## src/rtl/minmax_tracker_4_bit_pkg.sv

```systemverilog
// Shared definitions for the min/max frame tracker.
//   - mm_state_e : FSM state encoding (Idle, Accum, Hold)
//   - CntWDefault: default width of the saturating sample counter
package minmax_tracker_4_bit_pkg;

  localparam int unsigned CntWDefault = 4;

  typedef enum logic [1:0] {
    StIdle  = 2'b00,
    StAccum = 2'b01,
    StHold  = 2'b10
  } mm_state_e;

endpackage

```

## src/rtl/comp_4_bit.sv

```systemverilog
// Gate-level 4-bit unsigned magnitude comparator.
//   A, B    : operands
//   A_GT_B  : A > B
//   A_LT_B  : A < B
//   A_EQ_B  : A == B
module comp_4_bit (
  input  logic [3:0] A,
  input  logic [3:0] B,
  output logic       A_GT_B,
  output logic       A_LT_B,
  output logic       A_EQ_B
);

  logic [3:0] x;  // per-bit equality

  assign x = ~(A ^ B);

  assign A_GT_B = (A[3] & ~B[3])
                | (x[3] & A[2] & ~B[2])
                | (x[3] & x[2] & A[1] & ~B[1])
                | (x[3] & x[2] & x[1] & A[0] & ~B[0]);

  assign A_LT_B = (~A[3] & B[3])
                | (x[3] & ~A[2] & B[2])
                | (x[3] & x[2] & ~A[1] & B[1])
                | (x[3] & x[2] & x[1] & ~A[0] & B[0]);

  assign A_EQ_B = &x;

endmodule

```

## src/rtl/minmax_tracker_4_bit.sv

```systemverilog
// Tracks the minimum, maximum and sample count of a frame of 4-bit unsigned
// samples, then holds the result until the downstream handshake completes.
//   clk, rst              : clock, synchronous active-high reset
//   in_valid/in_ready     : sample handshake; in_data sample, in_last ends frame
//   out_valid/out_ready   : result handshake
//   out_min/out_max       : frame extremes
//   out_count             : samples in frame, saturating at 2^CNT_W-1
//   out_eq                : all samples in the frame were equal
module minmax_tracker_4_bit
  import minmax_tracker_4_bit_pkg::*;
#(
  parameter int unsigned CNT_W = CntWDefault
) (
  input  logic             clk,
  input  logic             rst,
  input  logic             in_valid,
  output logic             in_ready,
  input  logic [3:0]       in_data,
  input  logic             in_last,
  output logic             out_valid,
  input  logic             out_ready,
  output logic [3:0]       out_min,
  output logic [3:0]       out_max,
  output logic [CNT_W-1:0] out_count,
  output logic             out_eq
);

  mm_state_e        state_q, state_d;
  logic [3:0]       min_q, min_d;
  logic [3:0]       max_q, max_d;
  logic [CNT_W-1:0] count_q, count_d;
  logic             eq_q, eq_d;

  logic gt_min, lt_min, eq_min;
  logic gt_max, lt_max, eq_max;
  logic accept;
  logic unused_eq_flags;

  comp_4_bit u_cmp_min (
    .A      (in_data),
    .B      (min_q),
    .A_GT_B (gt_min),
    .A_LT_B (lt_min),
    .A_EQ_B (eq_min)
  );

  comp_4_bit u_cmp_max (
    .A      (in_data),
    .B      (max_q),
    .A_GT_B (gt_max),
    .A_LT_B (lt_max),
    .A_EQ_B (eq_max)
  );

  // Equality is derived from the GT/LT flags; EQ outputs are not needed.
  assign unused_eq_flags = eq_min ^ eq_max;

  assign in_ready = (state_q != StHold);
  assign accept   = in_valid & in_ready;

  always_comb begin
    state_d = state_q;
    min_d   = min_q;
    max_d   = max_q;
    count_d = count_q;
    eq_d    = eq_q;
    unique case (state_q)
      StIdle: begin
        if (accept) begin
          min_d   = in_data;
          max_d   = in_data;
          count_d = CNT_W'(1);
          if (in_last) begin
            eq_d    = 1'b1;
            state_d = StHold;
          end else begin
            state_d = StAccum;
          end
        end
      end
      StAccum: begin
        if (accept) begin
          if (lt_min) min_d = in_data;
          if (gt_max) max_d = in_data;
          if (count_q != {CNT_W{1'b1}}) count_d = count_q + CNT_W'(1);
          if (in_last) begin
            // min==max after update only if the sample equals both extremes.
            eq_d    = ~(gt_min | lt_min | gt_max | lt_max);
            state_d = StHold;
          end
        end
      end
      StHold: begin
        if (out_ready) state_d = StIdle;
      end
      default: state_d = StIdle;
    endcase
  end

  always_ff @(posedge clk) begin
    if (rst) begin
      state_q <= StIdle;
      min_q   <= '0;
      max_q   <= '0;
      count_q <= '0;
      eq_q    <= 1'b0;
    end else begin
      state_q <= state_d;
      min_q   <= min_d;
      max_q   <= max_d;
      count_q <= count_d;
      eq_q    <= eq_d;
    end
  end

  assign out_valid = (state_q == StHold);
  assign out_min   = min_q;
  assign out_max   = max_q;
  assign out_count = count_q;
  assign out_eq    = eq_q;

endmodule

```

## config.mk

```make
export PLATFORM = sky130hd
export DESIGN_NAME = minmax_tracker_4_bit
export DESIGN_NICKNAME = d
export VERILOG_FILES = /design/src/rtl/minmax_tracker_4_bit_pkg.sv /design/src/rtl/comp_4_bit.sv /design/src/rtl/minmax_tracker_4_bit.sv
export SDC_FILE = /design/constraint.sdc
export NUM_CORES = 1
export LEC_CHECK = 0
export CAP_MARGIN = 20
export CORE_MARGIN = 8
export CORE_UTILIZATION = 46
export CTS_CLUSTER_SIZE = 30
export DETAILED_ROUTE_END_ITERATION = 8
export PLACE_DENSITY = 0.76
export SLEW_MARGIN = 10
export SYNTH_ARGS = -nofsm -noshare
export SYNTH_HDL_FRONTEND = slang
export SYNTH_SLANG_ARGS = --single-unit
```

## constraint.sdc

```tcl
create_clock -name clk -period 3.3 [get_ports clk]
set_input_delay 0.66 -clock clk [delete_from_list [all_inputs] [get_ports clk]]
set_output_delay 0.66 -clock clk [all_outputs]
set_load 0.02 [all_outputs]
```

==> results_dict.tcl <==
set metrics [dict create \
    outcome "complete, no violations" \
    die_x_um 61.4 \
    nNetsFinal 141 \
    synthMuxAreaShare_pct 8.43 \
    crit_type "reg -> out" \
    clkLatencyLatePin_ns 0.29 \
    postSynthCellCount 101 \
    syn_avg_cell_area_um2 9.40 \
    die_height_um 61.4 \
    synthSimpleGateAreaFrac_pct 22.7 \
    grt.overflow.total 0 \
    layout_commonest_cell "clkdlybuf4s50_1" \
    final-setup-viol-count 0 \
    antennaDiodeCount 0 \
    synth_nets 115 \
    vias 774 \
    synth-xor-area-share_pct 3.69 \
    fin_skew_ns 0.00401 \
    ctsResizeCount 0 \
    synth_ff_type "dfxtp_1" \
    wl_per_cell_um 13.4 \
    leakage_nw 0.477 \
    drive_gt1_share_pct 12.7 \
    viasPerCell 5.06 \
    coreArea_mm2 0.00196 \
    netlist_top_cells_area "dfxtp_1 (32%), mux2i_1 (8.4%), ha_1 (6.6%)" \
    ctsHtreeMaxLevel 1 \
    utilization_pct 62.9 \
    fin_crit_ns 2.37 \
    cp_max_fo 9 \
    numCtsBuffers 3 \
    drc 0 \
    first_pass_iters 3 \
    mostFrequentLayoutCells "clkdlybuf4s50_1 (23), dfxtp_1 (15), nor2_1 (9)" \
    rsz0062_at_grt "false" \
    ys_seq_area_share_pct 31.6 \
    irDropWorstVdd_uv 208 \
    fillers 201 \
    setup_tns_ns 0 \
    hold_slack_ns 0.471 \
    ios 24 \
    dp_hpwl_mm 1.67 \
    synth_seq_cells 15 \
    grt_pass1_vias 801 \
    fmax_mhz 422 \
    io_buffers 23 \
    crit_required_ns 2.64 \
    total_power_w 0.000435 \
    area_growth_pct 30.0 \
    finalHoldViolCount 0 \
    gp_congestion 0.886 \
    cts_tree "built" \
    synthAdderAreaFrac_pct 8.96 \
    maxCapViolCount 0 \
    synth_edf_count 0 \
    dpl.cell_count 149 \
    yosys.area.top_type "dfxtp_1" \
    cts_setup_buffers 0 \
    synth_top_family_by_area "simple AND/OR/NAND/NOR gates" \
    cts.sinks 15 \
    clock-root-buffer "clkbuf_4" \
    finalMaxSlewViolations 0 \
    syn-cell-area_um2 950 \
    cts_buffer_depth 2 \
    clk_pin_slew_ns 0.08 \
    register_area_um2 300 \
    slew_headroom_pct 70.7 \
    grt_max_degree 19 \
    stdcell_count 153 \
    setup.worst_path.start_class "flop" \
    drt-total-wl_mm 2.05 \
    tightest_slew_ns 0.439 \
    synth_compound_area_share_pct 19.8 \
    antenna_found_initial 0 \
    rows 16 \
    grt_pass1_wl_mm 3.46 \
    multiInputGateArea_um2 603 \
    endpoint_kind "output port" \
    synth_top_area_share_pct 31.6 \
    drtIter0Drc 6 \
    ys_async_sr_fraction_pct 0 \
    ant_nets 0 \
    crit_arrival_ns 1.71 \
    track_usage_pct 12.3 \
    synth_cell_types 35 \
    initial_core_util_pct 48.4 \
    ys.warnings.count 0 \
    dieArea_mm2 0.00377 \
    period_share_pct 71.9 \
    ctsHoldBuffers 0 \
    hp-class "reg -> reg" \
    cellPowerDensity_mw_per_mm2 353 \
]
## report_power, final
group	switching, W	internal [W]
clock	0.0000587	0.0000470
combinational	0.0000607	0.0000620
sequential	0.0000148	0.000192
total	0.000134	0.000301
## cell usage after synthesis, drive strengths merged, types with 3 or more instances
master  number
a21oi        3
a31oi        6
and2b        3
dfxtp       15
ha           5
inv          9
mux2i        8
nand2        3
nand2b       9
nand3        3
nor2         9
nor2b        3
or2b         3
## area by class of cell
cell class / instances / share of cell area, %
flip-flops and latches: 15 / 24.3
clock buffers: 4 / 2.13
repair buffers: 24 / 19.3
multi-input cells: 74 / 48.8
well taps: 27 / 2.74
inverters: 9 / 2.74
## worst paths after layout
kind	startpoint	to	slack, ns	cells after the start
setup / recovery	state_q[0]	in_ready	0.93	2
hold / removal	state_q[1]	state_q[0]	0.47	1
setup reg to reg	out_min[3]	out_eq	1.69	6
hold reg to reg	state_q[1]	state_q[0]	0.47	1
## per-stage QoR
step / cell area, um2 / worst slack (ns)
after global placement: 1210 / 0.813
after CTS: 1230 / 0.906
final: 1230 / 0.928
after detailed placement: 1210 / 0.720
after floorplan: 950 / 1.49
after global routing: 1230 / 0.836
## metal layers
| layer | GRT usage, % | routed length (um) | vias to the layer above |
|---|---|---|---|
| met5 | 0 | 0 | - |
| met4 | 4.87 | 29 | 0 |
| met3 | 3.76 | 112 | 2 |
| met2 | 22.2 | 998 | 17 |
| met1 | 12.9 | 912 | 351 |
| li1 | - | - | 404 |
## logic make-up (layout without fill, tap and decap cells)
kind of cell,Yosys count,after routing
simple gates,36,36
compound gates,19,19
flops,15,15
buf+inv,12,37
mux,8,8
fa+ha+maj,7,7
xor+xnor,4,4
## critical path, cell delays in order (launching register included)
cell	delay [ns]
dfxtp_1	0.60
nand2b_1	0.21
clkdlybuf4s50_1	0.62
## state kept, by name, summed over array words and instances (netlist names)
| register | count |
|---|---|
| out_eq | 1 |
| out_count | 4 |
| out_max | 4 |
| out_min | 4 |
| state_q | 2 |
(Power assumes the default switching activity.)
==> edit 1, RTL diff (same settings) <==
Put one more register stage on the output `out_count`. The value now appears one clock later. The other outputs are not delayed to match.
--- a/src/rtl/minmax_tracker_4_bit.sv
+++ b/src/rtl/minmax_tracker_4_bit.sv
@@ -118,3 +118,5 @@
   assign out_max   = max_q;
-  assign out_count = count_q;
+  always_ff @(posedge clk) begin
+    out_count <= count_q;
+  end
   assign out_eq    = eq_q;
Formal check against the unedited RTL: not equivalent (Yosys sat finds a counterexample within 4 cycles, from zero or initial values and one cycle with rst high).
==> edit 1 against the unedited design <==
  * Cell area up 1.9%
  * Clock power up 9%
  * Routed wire length up 0.58%
  * Largest power group unchanged
  * Clock skew down 0.0016 ns
  * Count of clock-buffer cells in the layout unchanged
  * Sequential cell count up 4
  * Worst setup slack worse by 0.036 ns
  * Power up 13%
  * Global-route usage down 1.4 points
  * Area after synthesis up 5.3%
==> edit 1: results <==
[yosys]
synth_nets = 114
synth_area_leaders = "dfxtp_1 (38%), mux2i_1 (8.0%), ha_1 (6.3%)"
seq_area_frac_synth_pct = 38.0
synth_ff_type = "dfxtp_1"
synth_cell_type_count = 32
ys_top_cells_by_count = "dfxtp_1 (19), nor2_1 (13), inv_1 (9), mux2i_1 (8), ha_1 (5)"
yosysWarnings = 0
async_reset_ff_share_pct = 0

[min_path]
min_from = "count_q[3]"
hp-class = "flip-flop to flip-flop"
min_to = "out_count[3]"
whs_path_depth = 0

[placement]
place_congestion = 0.738
dp.final_hpwl_um = 1630
numPortBuffers = 23

[sta]
clock.fmax_mhz = 415
worst_pin_slew_ns = 0.545
fin_worst_skew_ns = 0.00239
hold_ws_ns = 0.395

[setup_path]
reg2reg_slack_ns = 1.67
r2r_cells = 5
rr_endpoint = "out_max[3]"
r2r_start = "out_max[3]"
cp_top_family = "buffers and inverters"
slowest_delay_ns = 0.64
arrival_ns = 1.75
slowest_stage = "clkdlybuf4s50_1"

[final_layout]
nFillCells = 195
final_nets = 139
diodes = 0
drive_gt1_share_pct = 8.87

[power_and_ir_drop]
p_switching_mw = 0.143
peakVddDrop_mv = 0.228
leakagePower_nw = 0.486

[global_route]
antenna_found_initial = 0
grt_pass1_wl_um = 3600
grt_max_degree = 15
grt_pass1_vias = 828
grt_use_total_pct = 10.9

[route]
wl_per_cell_um = 13.6
drtIter0Drc = 7
drt_pass1_iterations = 4
num_vias = 802

[status]
status = "finished clean"

[cts]
htree_levels = 1
worst_skew_pair.late_latency_ns = 0.29
postCtsSetupBuffers = 0
clockBufferDepth = 2
clkTransAtPathRegs_ns = 0.10
==> edit 1: cell types whose count changed in the layout (fill, tap and decap cells not counted), moves of 3 or more <==
cell and delta:
nand2b_1 -5, dfxtp_1 +4, nor2_1 +4, nand4b_1 +3
or2b_1 -3
==> edit 1: how the worst max path moves through the flow <==
stage | from | endpoint | depth (start not counted)
after detailed placement | in_data[3] | out_max[2] | 7
after global routing | state_q[0] | in_ready | 2
after CTS | state_q[0] | in_ready | 2
after floorplan | in_data[3] | out_min[2] | 6
after global placement | in_data[3] | out_max[2] | 7
final | state_q[0] | in_ready | 2
==> edit 1: per-layer routing <==
layer	track usage (%)	vias to the layer above	share of wire, %
li1	-	401	-
met1	11.5	379	44
met2	19.0	20	48
met3	3.76	2	6.1
met4	5.13	0	1.3
met5	0	-	0
==> edit 1: metrics by stage <==
| stage | worst slack (ns) | std cells | area [µm²] |
|---|---|---|---|
| after global placement | 0.722 | 148 | 1230 |
| after floorplan | 1.50 | 100 | 1000 |
| after detailed placement | 0.705 | 148 | 1230 |
| final | 0.892 | 152 | 1260 |
| after CTS | 0.879 | 152 | 1260 |
| after global routing | 0.810 | 152 | 1260 |
==> edit 1: cell type report <==
type,instances,share of cell area [%]
Clock buffer,4,2.09
Inverter,9,2.68
Multi-Input combinational cell,69,43.9
Sequential cell,19,30.2
Tap cell,28,2.78
Timing Repair Buffer,23,18.3
==> edit 1: power by group through the flow <==
stage | clock [mW] | combinational (mW) | sequential (mW)
detailed placement | 0 | 0.121 | 0.261
finish | 0.116 | 0.120 | 0.256
global placement | 0 | 0.119 | 0.261
global route | 0.130 | 0.130 | 0.258
floorplan | 0 | 0.0699 | 0.268
CTS | 0.121 | 0.121 | 0.256
==> edit 1: cells by family after synthesis <==
kind of cell | share of synthesized area, %
xor+xnor | 4.26
compound gates | 18.1
simple gates | 18.6
buf+inv | 6.63
mux | 8.01
flops | 38.0
fa+ha+maj | 6.26
==> edit 2, RTL diff (same flow settings) <==
Without the edit above. Change the package constant `CntWDefault` from 4 to 5.
--- a/src/rtl/minmax_tracker_4_bit_pkg.sv
+++ b/src/rtl/minmax_tracker_4_bit_pkg.sv
@@ -5,3 +5,3 @@
 
-  localparam int unsigned CntWDefault = 4;
+  localparam int unsigned CntWDefault = 5;
 
Interface: changed (resized out_count); port bits go from 24 to 25. No check against the original RTL was run, so the function may have changed too.
==> edit 2 against the unedited design <==
  * Routed wire length rose by 10%
  * Global-route usage fell by 0.58 points
  * Critical path depth rose by 1
  * Power rose by 9.9%
  * Cell area rose by 9.5%
  * Area after synthesis rose by 13%
  * Sequential cell count rose by 1
  * Hold slack improved by 0.050 ns
  * Worst setup slack got worse by 0.0033 ns
  * Clock power rose by 25%
  * Die area rose by 9.3%
  * Highest routed layer unchanged
==> edit 2: results <==
[global_route]
grt_util_met3_pct = 4.53
grt_use_total_pct = 11.7
met2_usage_pct = 17.9
grt_pass1_vias = 885
grtUsageMet1_pct = 13.4
grt_max_degree = 21

[final_layout]
buffer_area_share_pct = 17.8
clockNetworkAreaShare_pct = 2.68
drive_gt1_share_pct = 9.49
final_nets = 153
multi_input_area_share_pct = 50.8

[placement]
dp_slack_ns = 0.836
place_congestion = 0.779
numPortBuffers = 24
dp.final_hpwl_um = 1780

[sta]
fin_worst_skew_ns = 0.00617
hold_ws_ns = 0.520

[yosys]
ys_top_cells_by_count = "dfxtp_1 (16), nand2b_1 (14), inv_1 (8), mux2i_1 (8)"
ys_ff_latch = 16
synth_nets = 129

[route]
drtIter0Drc = 28
avgViaCountPerCell = 5.36
met2_length_um = 1010
routed-wl-met3_um = 172
wl_per_cell_um = 13.7

[status]
status = "finished clean"
edit 2: cell types whose count changed after synthesis, moves of 2 or more:
cell      delta
nor2b_1      +4
nand2b_1     +6
xnor2_1      -2
a31oi_1      -2
xor2_1       -2
o21bai_1     -2
a22oi_1      +2
a22o_1       +2
nor4_1       +2
maj3_2       -2
nor2_1       -5
nand3_1      -2
edit 2: critical path, cell delays in order, from the launching register on:
cell and delay [ns]:
dfxtp_1 0.58, inv_1 0.13, nand2_1 0.11, clkdlybuf4s50_1 0.60
edit 2: where the power goes:
| group | internal [mW] | switching, mW |
|---|---|---|
| logic | 0.0643 | 0.0614 |
| registers | 0.205 | 0.0158 |
| clock network | 0.0673 | 0.0650 |
edit 2: cell families after synthesis:
| family | after synthesis | share of synthesized area (%) |
|---|---|---|
| simple gates | 44 | 25.7 |
| compound gates | 23 | 18.8 |
| flops | 16 | 29.9 |
| buf+inv | 14 | 5.85 |
| mux | 9 | 8.54 |
| fa+ha+maj | 6 | 7.02 |
| xor+xnor | 2 | 4.09 |
edit 2: how the worst max path moves through the flow:
stage,end,slack [ns],cells after the start
after global placement,out_eq,0.83,7
after floorplan,out_eq,1.55,6
after detailed placement,out_eq,0.84,7
after global routing,out_valid,0.77,4
final,in_ready,0.92,3
after CTS,in_ready,0.88,3
edit 2: through the flow:
stage | total power [mW] | util, % | area (µm²)
2_1_floorplan | 0.306 | - | 1070
3_3_place_gp | 0.350 | 59.5 | 1320
3_5_place_dp | 0.352 | 59.5 | 1320
4_1_cts | 0.486 | 61.1 | 1350
5_1_grt | 0.509 | 61.1 | 1350
6_report | 0.478 | 61.1 | 1350
